**src/rtl/char_frame_buf.sv**
```systemverilog
// char_frame_buf -- double-buffered character frame store for a text display.
//
// Writers fill a back buffer one character at a time, or clear it to spaces
// (0x20) in one cycle. A commit request publishes the back buffer to the
// front buffer at the next frame boundary (print_fin), so the display never
// shows a half-updated frame. dout is driven only by the front registers.
//
// Optional feature: define CHAR_FRAME_BUF_SCROLL_EN to add a one-cycle
// scroll-up of the back buffer (the last row is refilled with spaces).
//
// Ports:
//   clk            - single clock, rising edge
//   rst            - synchronous active-high reset (front/back -> 0x20, FSM idle)
//   we             - back-buffer write strobe
//   wr_addr        - character index, row*COLS + col
//   din            - character code to write
//   clr            - fill back buffer with 0x20
//   scroll         - (CHAR_FRAME_BUF_SCROLL_EN only) scroll back buffer up one row
//   commit         - request publish at the next frame boundary
//   print_fin      - frame-boundary pulse from the display controller
//   dout           - front buffer, character i at [i*CHAR_W +: CHAR_W]
//   commit_pending - commit accepted but not yet published
//   swap_done      - one-cycle pulse after the front buffer is updated
//   wr_err         - one-cycle pulse after an ignored out-of-range write
module char_frame_buf #(
  parameter int COLS   = 16,
  parameter int ROWS   = 4,
  parameter int CHAR_W = 8,
  parameter int ADDR_W = 6
) (
  input  logic                            clk,
  input  logic                            rst,
  input  logic                            we,
  input  logic [ADDR_W-1:0]               wr_addr,
  input  logic [CHAR_W-1:0]               din,
  input  logic                            clr,
`ifdef CHAR_FRAME_BUF_SCROLL_EN
  input  logic                            scroll,
`endif
  input  logic                            commit,
  input  logic                            print_fin,
  output logic [ROWS*COLS*CHAR_W-1:0]     dout,
  output logic                            commit_pending,
  output logic                            swap_done,
  output logic                            wr_err
);

  localparam int N     = ROWS * COLS;
  localparam int IDX_W = (N > 1) ? $clog2(N) : 1;
  localparam logic [CHAR_W-1:0] SPACE = CHAR_W'(32'h20);
  localparam logic [ADDR_W:0]   N_EXT = (ADDR_W + 1)'(N);

  typedef enum logic {IDLE, PEND} state_t;

  state_t            state;
  logic [CHAR_W-1:0] back  [N];
  logic [CHAR_W-1:0] front [N];

  logic              in_range;
  logic [IDX_W-1:0]  wr_idx;
  logic              write_blocked;
  logic              do_swap;

  assign in_range = ({1'b0, wr_addr} < N_EXT);
  assign wr_idx   = wr_addr[IDX_W-1:0];

  // Higher-priority back-buffer operations silently swallow a same-cycle write.
`ifdef CHAR_FRAME_BUF_SCROLL_EN
  assign write_blocked = clr | scroll;
`else
  assign write_blocked = clr;
`endif

  // A commit arriving together with print_fin publishes immediately.
  assign do_swap = print_fin & ((state == PEND) | commit);

  assign commit_pending = (state == PEND);

  // Control FSM and its registered pulse outputs.
  always_ff @(posedge clk) begin
    if (rst) begin
      state     <= IDLE;
      swap_done <= 1'b0;
      wr_err    <= 1'b0;
    end else begin
      swap_done <= do_swap;
      wr_err    <= we & ~in_range & ~write_blocked;
      case (state)
        IDLE:    if (commit && !print_fin) state <= PEND;
        PEND:    if (print_fin)            state <= IDLE;
        default:                           state <= IDLE;
      endcase
    end
  end

  // NOTE: both buffers are flop arrays (every entry is read in parallel by
  // dout and by the swap), so resetting every entry is legal and required;
  // a RAM-backed array could not be reset like this.
  always_ff @(posedge clk) begin
    if (rst) begin
      for (int i = 0; i < N; i++) begin
        back[i]  <= SPACE;
        front[i] <= SPACE;
      end
    end else begin
      // Front copies the pre-edge back contents; a same-cycle back update
      // is only seen on the following commit.
      if (do_swap) begin
        for (int i = 0; i < N; i++) front[i] <= back[i];
      end

      if (clr) begin
        for (int i = 0; i < N; i++) back[i] <= SPACE;
      end
`ifdef CHAR_FRAME_BUF_SCROLL_EN
      else if (scroll) begin
        for (int i = 0; i < N - COLS; i++) back[i] <= back[i + COLS];
        for (int i = N - COLS; i < N; i++) back[i] <= SPACE;
      end
`endif
      else if (we && in_range) begin
        back[wr_idx] <= din;
      end
    end
  end

  for (genvar g = 0; g < N; g++) begin : g_dout
    assign dout[g*CHAR_W +: CHAR_W] = front[g];
  end

endmodule

```
**config.mk**
```make
export PLATFORM = sky130hd
export DESIGN_NAME = char_frame_buf
export DESIGN_NICKNAME = d
export VERILOG_FILES = /design/src/rtl/char_frame_buf.sv
export SDC_FILE = /design/constraint.sdc
export NUM_CORES = 1
export LEC_CHECK = 0
export BUFFER_PORTS_ARGS = -buffer_cell sky130_fd_sc_hd__buf_2
export CORE_UTILIZATION = 64
export CTS_BUF_LIST = sky130_fd_sc_hd__clkbuf_8
export DETAILED_ROUTE_END_ITERATION = 6
export PLACE_DENSITY_LB_ADDON = 0.2
export SYNTH_ARGS = -nofsm -noshare
export SYNTH_HDL_FRONTEND = slang
export SYNTH_SLANG_ARGS = --single-unit
```
**constraint.sdc**
```tcl
create_clock -name clk -period 31.7 [get_ports clk]
set_input_delay 4.755 -clock clk [delete_from_list [all_inputs] [get_ports clk]]
set_output_delay 4.755 -clock clk [all_outputs]
set_load 0.1 [all_outputs]
```
# After elaboration in Yosys (flattened, before gate mapping)
# Memories as Yosys holds them, arrays and structs flattened.
# Cells that the tools add are included.
# classes
n_bitwise	131
mux	146
reduce_logical	3
# op_table
cell	n
$mux W8	129
$or A1 B1 Y1	129
$mux W1	15
$reduce_or A8 Y1	1
$mux W6	1
$pmux W1 S2	1
$and A1 B1 Y1	1
$logic_and A1 B1 Y1	1
$logic_not A1 Y1	1
$not A1 Y1	1
# word_totals
n_memories	2
input_bits	20
out_inout_bits	515
elab_cells	284
ramBits	1024
register_bits	2
# memory_table
memory	depth	word_bits	read_ports	rd_ports_with_merged_regs	write_ports	line_no	source
back	64	8	64	0	64	56	logic [CHAR_W-1:0] back [N];
front	64	8	64	0	64	57	logic [CHAR_W-1:0] front [N];

# Depth between registers and ports, before layout
# depth
ltp_word	6
ltp_mapped	5
mapped_depth_nobuf	2

# Worst setup path before layout
# Ideal clock, no wire load.
# synth_path
path_type	input to register
start	input rst
end	memory front[0][0], enable pin
setup_time_ns	0.972
t_required_ns	30.728
path_stages	4
path_buffers	3
arrival_ns	17.842
path_slack_ns	12.885
cell_sequence	clkbuf_1 clkbuf_1 clkbuf_1 nand2b_1
# synth_rtl
element	line_no	source
from (decl)	32	input logic rst,
to (decl)	57	

==> results.txt <==
The run finished with clean final reports. Max-cap violations in this run came to 0. The share of cell area taken by muxes after synthesis works out to 0%. Yosys mapped the design onto 38 distinct sky130hd cell types. Adder-cell area share of the yosys netlist: 0%. The final layout contains 2963 nets.

The run gives 22645 as the via count of the first global-routing pass. Required time reported for the critical path endpoint: 32110 ps. The tools report the number of hold violations in the final report as 0. After Yosys synthesis, XOR and XNOR cells account for 0% of the synthesized area. In this design, the stage delay of the slowest critical-path cell is 1000 ps. The worst setup path is of the in2reg kind. The initial antenna violation count was 6; the post-synthesis share of cell area spent on and, or, nand and nor gates was 17.1%. The prevailing post-synth register cell was sky130_fd_sc_hd__edfxtp_1. The floorplan die width is 250 µm, and the register area share after synthesis is 78.5%.

Number of hold-repair buffers added at the cts stage: 0. The logs give 62300 µm² for the overall die area and 32.6% for the clock power share. The count of cells along the worst hold path was 1; the weighted congestion at the end of routability-driven global placement was 0.857. The final count of negative-setup-slack endpoints came out at 0. Slowest cell on the critical path: sky130_fd_sc_hd__buf_4. The largest total area in the synthesized netlist belongs to sky130_fd_sc_hd__edfxtp_1. Across the routed clock network, the largest skew measured is 38.0 ps.

The maximum number of pins on one net before global-route repair came out at 194. After the first detailed-routing iteration, the DRC count stood at 3309. Hold timing on the final database bottoms out at a slack of 499 ps. During placement, the flow inserted port buffers numbering 533. The tools report the placeable core region as 60500 µm². The run gives 6 as the length of the first detailed-routing pass in iterations.

Detailed placement finished with a half-perimeter wire length of 60.9 mm. For the maximum vdd drop, the log shows 0.0000554 V. In this run the critical register-to-register path is captured at front[1][236].

In this run switching power makes up 30.8% of total power. The final count of pins violating max slew was 0. The area growth from synthesis to layout is 14.7%.

Yosys attributes the largest share of cell area to sky130_fd_sc_hd__edfxtp_1 (78%), sky130_fd_sc_hd__nor3_1 (5.7%), sky130_fd_sc_hd__and3_1 (3.8%). By instance count, the leading cell after synthesis is sky130_fd_sc_hd__edfxtp_1. Final total negative setup slack: 0 ps.

Synthesis produced a netlist with a net count of 2512. The number of cells on the worst reg-to-reg path is 4, and the total detailed-routing wirelength is 98.1 mm. The floorplan has 90 rows. Number of nets with antenna violations after routing: 0. The signal on the critical path passes through buf_6 -> o21ai_0 -> nand2b_4 -> buf_4 -> buf_4.

Clock latency on the worst-skew pair, taken at its later pin, is 810 ps. The complex-gate fraction of the synthesized area was 1.29%; the endpoint arrival time on the critical path was 8720 ps. The DRC violation count after routing was 0; the layout filler cell count was 3602.

For the internal cell power, the log shows 2.12 mW. STA classifies the critical path endpoint as a flip-flop. In this run the critical register-to-register path is launched from commit_pending. The tools report the endpoint of the worst hold path as front[1][133]. Global routing used 31.2% of the available tracks across all layers.

The worst path needs 8310 ps of the cycle, external delays included. The tools report the sequential cell area in the final layout as 30800 µm². The number of gates resized after CTS was 0.

Area share of the largest cell type after synthesis: 78.4%. The combinational share of power was 15.1%. Headroom to the max-slew limit came out at 7.69%.

The first global-routing pass estimated 141 mm of wire. The sequential group share of total power is 52.3%. Dominant cell type by count on the critical path: sky130_fd_sc_hd__buf_4. The dominant combinational cell family by area after synthesis was simple AND/OR/NAND/NOR gates. The commonest cells after synthesis are sky130_fd_sc_hd__edfxtp_1 (1024), sky130_fd_sc_hd__nor3_1 (448), sky130_fd_sc_hd__and3_1 (238), sky130_fd_sc_hd__clkbuf_1 (231), sky130_fd_sc_hd__nor2b_1 (213). Of the cells placed in the final design, the portion with a size suffix greater than 1 is 27.5%. The root buffer cell chosen for the clock tree is sky130_fd_sc_hd__clkbuf_8.

Along the worst path, the maximum fanout reaches 166. The number of buffers inserted during clock tree synthesis is 154, and the areal power density over the cells is 68.2 nW/µm². Counting flops and latches in the post-synthesis netlist gives 1026. TritonCTS built the clock tree. The final critical path takes up 26.2% of the cycle. After synthesis, the mean cell area works out to 15.7 µm².

The average vias per placed instance was 6.24; the net switching power of the design was 944 µW. The maximum achievable frequency was 0.120 GHz; the total via count after detailed routing was 24001. The transition time at the pin with the least slew margin was 1370 ps; the buffer count from post-CTS setup fixing was 0. In this run, synthesis inferred 1024 flip-flops with an integrated enable.

The worst setup slack for register-to-register paths is 27850 ps. The yosys synthesis warning count is 0. For the initial standard-cell utilization of the core, the log shows 64.8%.

In the final layout, the multi-input gates occupy 7340 µm². The number of clock sinks is 1026. Register clock-pin slew on the reported worst setup and hold paths: 60 ps.

In this run the number of H-tree levels came out at 4. Global routing finished with a remaining overflow of 0. For this run, asynchronously set or reset flops after synthesis account for 0%.

The type of the worst min-delay path was reg2reg. The origin of the worst min-delay path is back[48][5]. The number of buffers on the longest clock path is 3. After detailed routing, the average wire length per cell comes to 25.5 µm. In the synthesized netlist, the number of instances is 2492. The vertical die dimension is 250 µm, and the mapped cell area is 39200 µm².

The run gives 535 as the count of pins on the block boundary. Setup repair after global routing left no endpoint under its margin. For this design the static power due to leakage is 17.4 nW. The type of element launching the critical path was a primary input.
## logic make-up after synthesis
| logic type | Yosys count |
|---|---|
| other cells | 1 |
| flops | 1026 |
| compound gates | 66 |
| simple gates | 1112 |
| buf+inv | 287 |
## sequential cells by signal (all words and copies together) (netlist names)
signal and count:
back 512, swap_done 1, front 512, commit_pending 1
## metal layers
layer	GRT usage (%)	vias up	share of wire [%]
met2	48.6	1638	49
met4	13.5	2	3.6
met3	7.12	195	11
li1	-	10361	-
met1	42.7	11805	37
met5	0	-	0.013
## per-stage QoR
step	std cells	area, µm²	worst slack (ps)	total power [mW]	util (%)
after floorplan	2492	39200	12890	2.03	-
after global placement	3569	42200	22790	2.09	69.7
after detailed placement	3569	42200	22660	2.09	69.7
after CTS	3841	45000	23520	3.07	74.4
after global routing	3844	45000	23170	3.14	74.4
final	3845	45000	23390	3.07	74.4
## final cells by class
class | instances | area share (%)
sequential | 1026 | 68.4
multi-input combinational | 1179 | 16.3
timing repair buffer | 582 | 6.81
clock buffer | 159 | 4.86
tap | 782 | 2.18
clock inverter | 113 | 1.37
antenna | 4 | 0.0223
## worst max-delay path by stage
stage / slack (ps) / depth (start not counted) / startpoint / endpoint
2_1_floorplan: 12890 / 4 / rst / front[0][0]
3_3_place_gp: 22790 / 5 / print_fin / front[1][225]
3_5_place_dp: 22660 / 5 / print_fin / front[1][225]
4_1_cts: 23520 / 5 / print_fin / front[1][236]
5_1_grt: 23170 / 5 / print_fin / front[1][215]
6_report: 23390 / 5 / print_fin / front[1][236]
## cell usage in the layout (no fill, tap or decap), types with 3 or more instances in the layout
cell / instances
sky130_fd_sc_hd__clkinv_1: 36
sky130_fd_sc_hd__o31ai_2: 3
sky130_fd_sc_hd__buf_2: 530
sky130_fd_sc_hd__or2_2: 30
sky130_fd_sc_hd__clkinvlp_4: 8
sky130_fd_sc_hd__diode_2: 4
sky130_fd_sc_hd__clkinv_2: 6
sky130_fd_sc_hd__nor4b_2: 3
sky130_fd_sc_hd__inv_1: 52
sky130_fd_sc_hd__buf_4: 49
sky130_fd_sc_hd__nor4bb_1: 3
sky130_fd_sc_hd__o31ai_1: 61
sky130_fd_sc_hd__nand4bb_1: 21
sky130_fd_sc_hd__or4b_2: 7
sky130_fd_sc_hd__nand4b_2: 14
sky130_fd_sc_hd__and3_1: 238
sky130_fd_sc_hd__inv_8: 3
sky130_fd_sc_hd__nand3b_1: 35
sky130_fd_sc_hd__nand4b_1: 7
sky130_fd_sc_hd__edfxtp_1: 1024
sky130_fd_sc_hd__nor3_1: 448
sky130_fd_sc_hd__nand2b_4: 3
sky130_fd_sc_hd__nor2b_1: 211
sky130_fd_sc_hd__bufinv_16: 4
sky130_fd_sc_hd__nand3_1: 64
sky130_fd_sc_hd__clkbuf_8: 159
sky130_fd_sc_hd__nand4_1: 7
## worst max-delay path: cells and delay by family
kind | cells | cell delay (ps)
compound gates | 1 | 350
buf+inv | 3 | 2540
simple gates | 1 | 850
## power by group through the flow
stage | clock network, mW | logic (mW) | registers (mW)
2_1_floorplan | 0 | 0.0780 | 1.95
3_3_place_gp | 0 | 0.458 | 1.63
3_5_place_dp | 0 | 0.462 | 1.63
4_1_cts | 1.00 | 0.463 | 1.60
5_1_grt | 1.06 | 0.473 | 1.61
6_report | 0.999 | 0.464 | 1.60
(Power assumes the default switching activity.)
